[src/rtl/jpeg_pipe_ctrl.sv]
// Frame sequencer for a fixed-latency, free-running pixel datapath.
// Tags {valid, sob, eob, last} travel in a shift register matched to LATENCY.
module jpeg_pipe_ctrl #(
    parameter int LATENCY     = 4,
    parameter int BLK_SAMPLES = 64,
    parameter int BLK_W       = 16
) (
    input  logic             clk,
    input  logic             rst_n,
    input  logic             start,
    input  logic [BLK_W-1:0] num_blocks,
    input  logic             abort,
    input  logic             in_valid,
    output logic             in_ready,
    output logic             out_valid,
    output logic             out_sob,
    output logic             out_eob,
    output logic             out_last,
    output logic [BLK_W-1:0] blk_idx,
    output logic             busy,
    output logic             done
);

    localparam int SW = (BLK_SAMPLES > 1) ? $clog2(BLK_SAMPLES) : 1;
    localparam int DW = $clog2(LATENCY + 1);

    typedef enum logic [1:0] {
        S_IDLE,
        S_RUN,
        S_DRAIN,
        S_DONE
    } state_t;

    state_t           state_q;
    logic [SW-1:0]    scnt_q;
    logic [BLK_W-1:0] blk_q;
    logic [BLK_W-1:0] nb_q;
    logic [DW-1:0]    dcnt_q;
    logic             in_ready_q;
    logic             busy_q;
    logic             done_q;
    logic [3:0]       sr_q [LATENCY];

    logic       acc;
    logic       s_first;
    logic       s_last;
    logic       b_last;
    logic [3:0] tag_d;

    assign acc     = in_valid && in_ready_q;
    assign s_first = (scnt_q == '0);
    assign s_last  = (scnt_q == SW'(BLK_SAMPLES - 1));
    // nb_q is never zero while RUN, so the decrement cannot wrap there
    assign b_last  = (blk_q == nb_q - BLK_W'(1));
    assign tag_d   = {acc,
                      acc && s_first,
                      acc && s_last,
                      acc && s_last && b_last};

    always_ff @(posedge clk or negedge rst_n) begin
        if (!rst_n) begin
            for (int i = 0; i < LATENCY; i++) sr_q[i] <= '0;
        end else if (abort) begin
            for (int i = 0; i < LATENCY; i++) sr_q[i] <= '0;
        end else begin
            sr_q[0] <= tag_d;
            for (int i = 1; i < LATENCY; i++) sr_q[i] <= sr_q[i-1];
        end
    end

    always_ff @(posedge clk or negedge rst_n) begin
        if (!rst_n) begin
            state_q    <= S_IDLE;
            scnt_q     <= '0;
            blk_q      <= '0;
            nb_q       <= '0;
            dcnt_q     <= '0;
            in_ready_q <= 1'b0;
            busy_q     <= 1'b0;
            done_q     <= 1'b0;
        end else if (abort) begin
            state_q    <= S_IDLE;
            scnt_q     <= '0;
            blk_q      <= '0;
            nb_q       <= '0;
            dcnt_q     <= '0;
            in_ready_q <= 1'b0;
            busy_q     <= 1'b0;
            done_q     <= 1'b0;
        end else begin
            unique case (state_q)
                S_IDLE: begin
                    if (start) begin
                        scnt_q <= '0;
                        blk_q  <= '0;
                        busy_q <= 1'b1;
                        if (num_blocks != '0) begin
                            nb_q       <= num_blocks;
                            state_q    <= S_RUN;
                            in_ready_q <= 1'b1;
                        end else begin
                            state_q <= S_DONE;
                            done_q  <= 1'b1;
                        end
                    end
                end
                S_RUN: begin
                    if (acc) begin
                        scnt_q <= scnt_q + SW'(1);
                        if (s_last) begin
                            if (b_last) begin
                                state_q    <= S_DRAIN;
                                in_ready_q <= 1'b0;
                                dcnt_q     <= '0;
                            end else begin
                                blk_q <= blk_q + BLK_W'(1);
                            end
                        end
                    end
                end
                S_DRAIN: begin
                    // final tag reaches the output on the LATENCY-th drain cycle
                    if (dcnt_q == DW'(LATENCY - 1)) begin
                        state_q <= S_DONE;
                        done_q  <= 1'b1;
                    end else begin
                        dcnt_q <= dcnt_q + DW'(1);
                    end
                end
                S_DONE: begin
                    state_q <= S_IDLE;
                    busy_q  <= 1'b0;
                    done_q  <= 1'b0;
                end
                default: state_q <= S_IDLE;
            endcase
        end
    end

    assign in_ready  = in_ready_q;
    assign out_valid = sr_q[LATENCY-1][3];
    assign out_sob   = sr_q[LATENCY-1][2];
    assign out_eob   = sr_q[LATENCY-1][1];
    assign out_last  = sr_q[LATENCY-1][0];
    assign blk_idx   = blk_q;
    assign busy      = busy_q;
    assign done      = done_q;

endmodule

[config.mk]
export PLATFORM = sky130hd
export DESIGN_NAME = jpeg_pipe_ctrl
export DESIGN_NICKNAME = d
export VERILOG_FILES = /design/src/rtl/jpeg_pipe_ctrl.sv
export SDC_FILE = /design/constraint.sdc
export NUM_CORES = 1
export LEC_CHECK = 0
export ABC_CLOCK_PERIOD_IN_PS = 4750
export BUFFER_PORTS_ARGS = -buffer_cell sky130_fd_sc_hd__buf_2
export CORE_UTILIZATION = 63
export CTS_CLUSTER_DIAMETER = 120
export DETAILED_ROUTE_END_ITERATION = 8
export PLACE_DENSITY = 0.88
export RECOVER_POWER = 25
export SLEW_MARGIN = 20
export SYNTH_ARGS = -nofsm -noshare
export SYNTH_HDL_FRONTEND = slang
export SYNTH_SLANG_ARGS = --single-unit
[constraint.sdc]
create_clock -name clk -period 4.75 [get_ports clk]
set_input_delay 0.95 -clock clk [delete_from_list [all_inputs] [get_ports clk]]
set_output_delay 0.95 -clock clk [all_outputs]
set_load 0.05 [all_outputs]
==> summary.md, run 1 <==
| Metric | Value |
|---|---|
| Status | `finished, final reports clean` |
| Final net count | `~500` |
| CTS max path bufs | `2` |
| GP Congestion | `0.913` |
| Max Freq | `approximately 290 MHz` |
| Synth area leader | `dfrtp_1` |
| Worst IR Drop VDD | `0.304 mV` |
| Routed length on met2 | `4450 um` |
| Syn Nets | `approximately 450` |
| Final Critical Period | `between 3 and 4 ns` |
| FFs w/ async S/R, synth | `1.00` |
| Total number of vias | `~3400` |
| Number of synthesized flops with an enable pin | `0` |
| Hold WS | `between 0.4 and 0.5 ns` |
| Delay of the slowest critical-path stage | `between 0.8 and 0.9 ns` |
| Initial antenna violation count | `0` |
| Top cell type's share of synthesized area | `0.422` |
| DRT iter0 DRCs | `~280` |
| Worst-Skew Late Latency | `between 0.3 and 0.4 ns` |
| Fin Clk Skew | `a little over 0.009 ns` |
| Pwr per Cell Area | `a little under 400 nW/um^2` |
| Layout cells sized above 1 | `0.155` |
| Routed length on met1 | `approximately 3800 um` |
| # fillers | `around 410` |
| Top cell by count, worst path | `nor4_2` |
| Inserted Diodes | `0` |
| Gr usage total | `0.321` |
| CTS Hold Bufs | `0` |
| Reg2reg path depth | `7` |
| CTS tree | `done` |
| Top Metal Used | `met4` |
| Sequential share of the synthesized area | `0.422` |
| Synth area leaders | `dfrtp_1, nand2_1, a21oi_1` |
| Final ANT Viol Nets | `0` |
| Cell Area, Synth | `approximately 3700 um^2` |
| Crit path max-delay family | `simple AND/OR/NAND/NOR gates` |
| CP Max Fanout | `10` |
| Largest net degree at the start of global routing | `63` |
| Worst path bufs/invs | `0` |
| Routed met3 length | `469 um` |
| Htree depth | `3` |
| Final Util | `0.744` |
| Total number of yosys warnings | `0` |
| Worst hold path depth | `1` |
| WP depth | `7` |
| Top_reg_cell synth | `dfrtp_1` |
| TritonRoute pass-1 iters | `5` |
| Slowest CP cell | `nor4_2` |
| Detailed Place HPWL | `a little over 6000 um` |
| Worst flop-to-flop path startpoint | `nb_q[2]` |
| Slew Limit Fails | `0` |
| Final Setup Violations | `0` |
| Min-delay src | `sr_q[5]` |
| Setup TNS Final | `0 ns` |
| WL/cell | `approximately 17 um` |
| Final period utilization | `0.717` |
| Unrepaired setup endpoints after global routing | `false` |
| CTS Root Buffer Type | `clkbuf_8` |
| CP startpoint kind | `flop` |
| Max_cap viols | `0` |
| Die ar. | `6150 um^2` |
| Vias in the first global route | `~3000` |
| Synthesis-stage register bit count | `62` |
| Total Wirelength | `roughly 9000 um` |
| Sink Count | `62` |
| Leakage power | `between 1.5 and 2 nW` |
| Post-cts resize count | `0` |
| Die H | `about 80 um` |
| Reg area | `around 1600 um^2` |
| Post-synthesis cell type count | `between 50 and 60` |
| Die width | `78.4 um` |
| Via/cell ratio | `around 6.3` |
| Clk pin slew, worst setup/hold paths | `about 0.080 ns` |
| Synth-to-layout area growth | `12.7%` |
| Cell Rows | `27` |
| Slew headroom | `0.374` |
| Multi-input gate area | `between 1500 and 2000 um^2` |
| Drt drc | `0` |
| Worst hold path type | `reg2reg` |
| Critical R2R Capture | `state_q[1]` |
| GRT Residual Overflow | `0` |
| Port bufs | `43` |
| Core region area | `approximately 5600 um^2` |
| CTS Buf Count | `9` |
| Reg-to-reg slack, setup | `about 1.3 ns` |
| Cell-by-cell trace of the critical path | `nor4_2 -> nand2_1 -> nor4_1 -> o211ai_2 -> nor4_2 -> nand3_1 -> a31o_2` |
| CP Class | `reg2reg` |
| Ports | `44` |
| Crit path required time | `5.00 ns` |
| First-pass GRT wire length | `approximately 15000 um` |
| WHS Endpoint | `out_eob` |
| Initial core utilization | `0.660` |
| Critical Path Sink Type | `flop` |
| Mean Syn Cell Area | `slightly below 9 um^2` |
| Mapped Cells | `423` |
| Crit path DAT | `3.65 ns` |
| Setup Buffers After CTS | `0` |
| Worst-Margin Slew | `between 0.9 and 1 ns` |
| Final hold violation count | `0` |
registers in the layout (all words and copies together), names as in the netlist:
name	count
in_ready	1
done	1
busy	1
sr_q	12
dcnt_q	3
blk_idx	16
scnt_q	6
out_sob	1
out_last	1
out_valid	1
state_q	2
out_eob	1
nb_q	16
cell usage after synthesis, drive strengths merged, types with 13 or more instances:
cell	count
inv	16
xnor2	13
or4	13
nor4	20
dfrtp	62
a21oi	35
nand2	62
nor2	23
clkbuf	16
nand3	21
nor2b	15
o21ai	15
layer usage:
layer	global-route usage	vias to the layer above
met3	0.0651	22
met2	0.534	123
met5	0	-
met1	0.404	1613
met4	0.141	0
li1	-	1611
area by class of cell:
type | instances | area share
multi-input combinational | 325 | 0.478
tap | 72 | 0.0217
clock inverter | 7 | 0.0235
sequential | 62 | 0.374
timing repair buffer | 46 | 0.0582
clock buffer | 9 | 0.0299
inverter | 16 | 0.0145
through the flow:
stage	setup slack, ns	instances	cell area, um^2	total power, W
6_report	1.35	537	4150	0.00165
2_1_floorplan	1.89	423	3680	0.00100
3_5_place_dp	1.32	520	3910	0.00112
5_1_grt	1.14	537	4150	0.00173
4_1_cts	1.32	536	4140	0.00165
3_3_place_gp	1.49	520	3910	0.00110
layout by cell type (no fill, tap or decap), types with 4 or more instances in the layout:
cell,count
a21oi_1,35
a31oi_1,6
and3_1,6
buf_2,43
clkbuf_8,9
dfrtp_1,62
ha_1,10
inv_1,16
nand2_1,62
nand2b_1,9
nand3_1,21
nand4_1,10
nor2_1,23
nor2b_1,15
nor3_1,10
nor4_1,17
o211ai_1,4
o21ai_0,15
o31ai_1,8
or4_1,11
xnor2_1,13
xor2_1,5
logic make-up (layout without fill, tap and decap cells):
logic type | Yosys count | in the layout | synth area share
DFF | 62 | 62 | 0.422
muxes | 4 | 4 | 0.0122
xor gates and xnor gates | 18 | 18 | 0.0429
AOI/OAI and AO/OA | 90 | 90 | 0.154
adders and majority gates | 10 | 10 | 0.0340
and+or+nand+nor | 203 | 203 | 0.296
buffers and inverters | 36 | 78 | 0.0395
worst reg2reg max path, stage by stage (launching register included):
cell	delay, ns
dfrtp_1	0.47
nor4_2	0.75
nand2_1	0.24
nor4_1	0.41
o211ai_2	0.18
nor4_2	0.83
nand3_1	0.15
a31o_2	0.27
worst max path at each step:
stage | start | endpoint | slack [ns]
after floorplan | nb_q[2] | state_q[1] | 1.89
after global placement | nb_q[2] | blk_idx[1] | 1.49
after detailed placement | nb_q[2] | blk_idx[1] | 1.32
after CTS | nb_q[2] | blk_idx[1] | 1.32
after global routing | nb_q[7] | state_q[1] | 1.14
final | nb_q[2] | state_q[1] | 1.35
where the power goes:
part / total (W) / switching, W / internal, W
Sequential: 0.000617 / 0.0000504 / 0.000567
Clock: 0.000524 / 0.000227 / 0.000297
Combinational: 0.000506 / 0.000328 / 0.000178
Total: 0.00165 / 0.000606 / 0.00104
Note: power is estimated with default switching activity, not from simulation.
==> run 2, diff against run 1 <==
Settings changed: ABC_CLOCK_PERIOD_IN_PS 4750 to 2790, CORE_UTILIZATION 63 to 53, PLACE_DENSITY 0.88 to 0.8.
Clock period 4.75 ns to 2.79 ns, I/O delays scaled along.
==> run 2 against run 1 <==
Sequential cell count stayed put. Worst setup slack worse by 1.3 ns. Global-route usage is 5.0 points lower. Highest routed layer unchanged. Clock power is 58% higher. The run now ends with max-capacitance violations, max-slew violations left. Register-to-register slack worse by 1.3 ns. Sequential share of layout area is 2.6 points lower. Die area is 18% higher.
==> summary.md, run 2 (synthesis gave the netlist of run 1 again) <==
| Metric | Value |
|---|---|
| Core region area | `about 6500 um^2` |
| CTS Hold Bufs | `0` |
| Die ar. | `roughly 7300 um^2` |
| Via/cell ratio | `around 6.2` |
| Slowest CP cell | `or4_4` |
| Final Util | `0.683` |
| Total power draw | `approximately 0.003 W` |
| Placed Area | `just over 4000 um^2` |
| Unrepaired setup endpoints after global routing | `true` |
| CP Class | `reg2reg` |
| Leakage power | `approximately 2 nW` |
| Crit path DAT | `3.01 ns` |
| Max_cap viols | `1` |
| Total Wirelength | `9330 um` |
| CTS Root Buffer Type | `clkbuf_8` |
| CTS tree | `done` |
| Worst hold path type | `in2reg` |
| Final ANT Viol Nets | `0` |
| Detailed Place HPWL | `about 6700 um` |
| Gr usage total | `0.271` |
| Vias in the first global route | `3279` |
| CP startpoint kind | `flop` |
| Htree depth | `3` |
| Die width | `about 85 um` |
| Total number of vias | `3506` |
| Layout cells sized above 1 | `0.236` |
| Cell Rows | `29` |
| Drt drc | `0` |
| CTS max path bufs | `2` |
| TritonRoute pass-1 iters | `5` |
| Sink Count | `between 60 and 70` |
| Worst-Margin Slew | `1.78 ns` |
| Final hold violation count | `0` |
| Clk pin slew, worst setup/hold paths | `approximately 0.080 ns` |
| WL/cell | `approximately 16 um` |
| Initial antenna violation count | `0` |
| DRT iter0 DRCs | `between 200 and 300` |
| Worst IR Drop VDD | `0.286 mV` |
| Setup TNS Final | `0 ns` |
| Cell-by-cell trace of the critical path | `or4_4 -> or4_4 -> mux2_4 -> o211ai_4 -> nor4_4 -> buf_12 -> or4_1 -> a21oi_1` |
| Top cell by count, worst path | `or4_4` |
| Inserted Diodes | `0` |
| Hold WS | `0.447 ns` |
| Die H | `around 85 um` |
| Fin Clk Skew | `0.00966 ns` |
| Most frequent cells in the layout | `nand2_1, dfrtp_1, buf_2` |
| Commonest non-fill, non-tap cell in the layout | `nand2_1` |
| Final period utilization | `0.984` |
| Initial core utilization | `0.563` |
| Final Critical Period | `approximately 2.7 ns` |
| Synth-to-layout area growth | `21.3%` |
| CP Max Fanout | `27` |
| Status | `finished, violations left` |
| Ports | `44` |
| First-pass GRT wire length | `approximately 15000 um` |
| Max Freq | `roughly 360 MHz` |
| Failing checks | `max-capacitance violations, max-slew violations` |
| Slew headroom | `-0.189` |
| Reg-to-reg slack, setup | `about 0.045 ns` |
| Port bufs | `43` |
| Design area | `roughly 4500 um^2` |
| Slew Limit Fails | `31` |
| Largest net degree at the start of global routing | `33` |
| CTS Buf Count | `9` |
| GRT Residual Overflow | `0` |
| Worst-Skew Late Latency | `about 0.34 ns` |
| Crit path required time | `just over 3 ns` |
| Critical Path Sink Type | `flop` |
| Final Setup Violations | `0` |
| GP Congestion | `just under 0.9` |
| Pwr per Cell Area | `659 nW/um^2` |
| Delay of the slowest critical-path stage | `approximately 0.54 ns` |
| Final net count | `518` |
-- run 2: path summary, 6_finish.rpt --
check | endpoint | startpoint | depth (start not counted)
hold / removal | nb_q[7] | num_blocks[7] | 3
min in group asynchronous | out_sob | rst_n | 1
hold reg to reg | out_eob | sr_q[5] | 1
max in group asynchronous | nb_q[1] | rst_n | 1
setup reg to reg | blk_idx[3] | nb_q[3] | 8
setup / recovery | blk_idx[3] | nb_q[3] | 8
-- run 2: critical path: cells and delay by family (launching register included) --
| kind | cells | cell delay (ns) |
|---|---|---|
| AO/OA/AOI/OAI | 2 | 0.24 |
| buffers and inverters | 1 | 0.16 |
| flip-flops | 1 | 0.38 |
| multiplexers | 1 | 0.33 |
| AND/OR/NAND/NOR | 4 | 1.54 |
-- run 2: metal layers --
metal  global-route usage  wire length (um)  part of all wire
met5                    0                 0                 0
met4               0.0955               167             0.018
met3               0.0574               488             0.052
met2                0.459              4630              0.50
met1                0.344              4050              0.43
-- run 2: where the power goes --
part | switching, W | internal (W)
clock | 0.000406 | 0.000423
combinational | 0.000633 | 0.000433
sequential | 0.0000766 | 0.000966
-- run 2: per-stage QoR --
step,instances,worst slack (ns)
2_1_floorplan,423,-0.00141
3_3_place_gp,549,0.0185
3_5_place_dp,549,-0.0381
4_1_cts,566,0.000877
5_1_grt,569,-0.0871
6_report,569,0.0452
-- run 2: area by class of cell --
class                   count  area (um^2)
inverters                  16         60.1
clock inverters             7         81.3
fillers                   495         2070
clock buffers               9          124
multi-input cells         325         2080
repair buffers             73          467
flip-flops and latches     62         1550
well taps                  77         96.3
-- run 2: repair_timing --
item,in CTS,in global routing
gates resized for setup,6,16
setup buffers,1,3
pin swaps,12,5
setup endpoints to repair,11,21
hold endpoints to repair,0,0
==> run 3, diff against run 2 <==
Settings changed: RECOVER_POWER 25 to 100.
==> run 3 against run 2 <==
First-iteration DRC count rose by 2.4%. Utilization fell by 0.86 points. Clock skew rose by 0.0018 ns. Critical path depth did not move. Critical path type unchanged. Routed wire length rose by 0.24%. Sequential power barely moved. The run still ends with max-capacitance violations, max-slew violations left. Clock-buffer cell count did not move. Combinational power barely moved. Global-route usage did not move. Largest power group unchanged. Total power fell by 0.46%. Maximum frequency barely moved.
==> summary.md, run 3 (synthesis gave the netlist of run 1 again) <==
| Metric | Value |
|---|---|
| Status | `finished, violations left` |
| Failing checks | `max-capacitance violations, max-slew violations` |
| Pwr per Cell Area | `roughly 660 nW/um^2` |
| CTS Root Buffer Type | `clkbuf_8` |
| CTS Hold Bufs | `0` |
| Slew Limit Fails | `32` |
| Unrepaired setup endpoints after global routing | `true` |
| DRT iter0 DRCs | `about 260` |
| Design area | `4400 um^2` |
| Net Switching | `~0.0011 W` |
| Final hold violation count | `0` |
| Vias in the first global route | `~3300` |
| Detailed Place HPWL | `about 6700 um` |
| Worst IR Drop VDD | `around 0.29 mV` |
| Switching part of the total | `0.381` |
| Final net count | `just over 500` |
| Cell Rows | `29` |
| CP Max Fanout | `27` |
| CTS tree | `done` |
| CTS max path bufs | `2` |
| Worst hold path type | `in2reg` |
| Port bufs | `43` |
| Most frequent cells in the layout | `nand2_1, dfrtp_1, a21oi_1` |
| Final Setup Violations | `0` |
| Crit path DAT | `approximately 3 ns` |
| TritonRoute pass-1 iters | `5` |
| Largest net degree at the start of global routing | `33` |
| WL/cell | `16.4 um` |
| Clock power frac | `0.283` |
| Total Wirelength | `just over 9000 um` |
| Register share of total power | `0.357` |
| Placed Area | `4140 um^2` |
| Gr usage total | `0.271` |
| Final Critical Period | `roughly 2.7 ns` |
| Die ar. | `7280 um^2` |
| Commonest non-fill, non-tap cell in the layout | `nand2_1` |
| Die H | `around 85 um` |
| Die width | `85.3 um` |
| Final ANT Viol Nets | `0` |
| Initial core utilization | `0.563` |
| GRT Residual Overflow | `0` |
| Max_cap viols | `1` |
| Core region area | `6530 um^2` |
| Gate power share | `0.360` |
| Clk pin slew, worst setup/hold paths | `0.08 ns` |
| Max Freq | `364 MHz` |
| Ports | `44` |
| Setup TNS Final | `0 ns` |
| Fin Clk Skew | `0.0115 ns` |
| Worst setup margin | `~0.046 ns` |
| Htree depth | `3` |
| Final Util | `0.674` |
| CP startpoint kind | `flop` |
| Drt drc | `0` |
| Slew headroom | `-0.141` |
| Worst-Skew Late Latency | `between 0.3 and 0.4 ns` |
| Crit path required time | `about 3.1 ns` |
| Worst-Margin Slew | `between 1.5 and 2 ns` |
| CP Class | `reg2reg` |
| Inserted Diodes | `0` |
| Leakage power | `1.87 nW` |
| Initial antenna violation count | `0` |
| Total power draw | `0.00292 W` |
| CTS Buf Count | `9` |
| Final period utilization | `0.984` |
| GP Congestion | `~0.9` |
| Critical Path Sink Type | `flop` |
| Total number of vias | `~3500` |
| Synth-to-layout area growth | `19.7%` |
| First-pass GRT wire length | `between 15000 and 20000 um` |
| Via/cell ratio | `slightly above 6` |
| Sink Count | `between 60 and 70` |
| P_int | `between 0.0015 and 0.002 W` |
| Layout cells sized above 1 | `0.181` |
| # fillers | `523` |
| Setup WS pre-CTS | `-0.0381 ns` |
## run 3: changes by cell type in the layout (fill, tap and decap cells not counted)
cell	change
buf_2	-24
or2_0	+1
buf_4	-3
buf_12	-1
clkbuf_1	+27
clkbuf_2	+1
or2_1	-1
## run 3: final timing paths
path / depth (start not counted) / to / from / slack [ns]
max: 8 / blk_idx[3] / nb_q[3] / 0.05
min: 3 / nb_q[7] / num_blocks[7] / 0.45
max reg2reg: 8 / blk_idx[3] / nb_q[3] / 0.05
min reg2reg: 1 / out_eob / sr_q[5] / 0.46
max in group asynchronous: 2 / blk_idx[6] / rst_n / 0.57
min in group asynchronous: 1 / out_sob / rst_n / 0.65
## run 3: power groups by stage
stage | combinational [W] | sequential (W) | clock, W
after detailed placement | 0.000976 | 0.00106 | 0
after global routing | 0.00116 | 0.00105 | 0.000870
final | 0.00105 | 0.00104 | 0.000827
after CTS | 0.000997 | 0.00104 | 0.000833
after global placement | 0.000943 | 0.00105 | 0
after floorplan | 0.000647 | 0.00108 | 0
## run 3: layout make-up
class / count / area [um^2] / area share
Clock buffer: 9 / 124 / 0.0281
Sequential cell: 62 / 1550 / 0.353
Multi-Input combinational cell: 325 / 2080 / 0.472
Tap cell: 77 / 96.3 / 0.0219
Timing Repair Buffer: 73 / 410 / 0.0932
Clock inverter: 7 / 81.3 / 0.0185
Inverter: 16 / 60.1 / 0.0136
## run 3: routing by layer
metal,GRT usage,up-vias,part of all wire
li1,-,1667,-
met1,0.344,1705,0.44
met2,0.459,114,0.49
met3,0.0574,15,0.051
met4,0.0955,0,0.017
met5,0,-,0
## run 3: worst max-delay path: stages, from the launching register on
cell,delay [ns]
dfrtp_1,0.38
or4_4,0.54
or4_4,0.43
mux2_4,0.32
o211ai_4,0.11
nor4_4,0.06
buf_12,0.16
or4_1,0.51
a21oi_1,0.13
## run 3: through the flow
step           hold WS (ns)  std cells
2_1_floorplan         0.262        423
3_3_place_gp          0.441        549
3_5_place_dp          0.446        549
4_1_cts               0.282        566
5_1_grt               0.443        569
6_report              0.447        569
## run 3: repair_timing
item / CTS / global route
resized for setup: 6 / 16
setup endpoints to repair: 11 / 21
pin swaps: 12 / 5
buffers inserted: 1 / 3
gates cloned: 0 / 0
hold endpoints to repair: 0 / 0
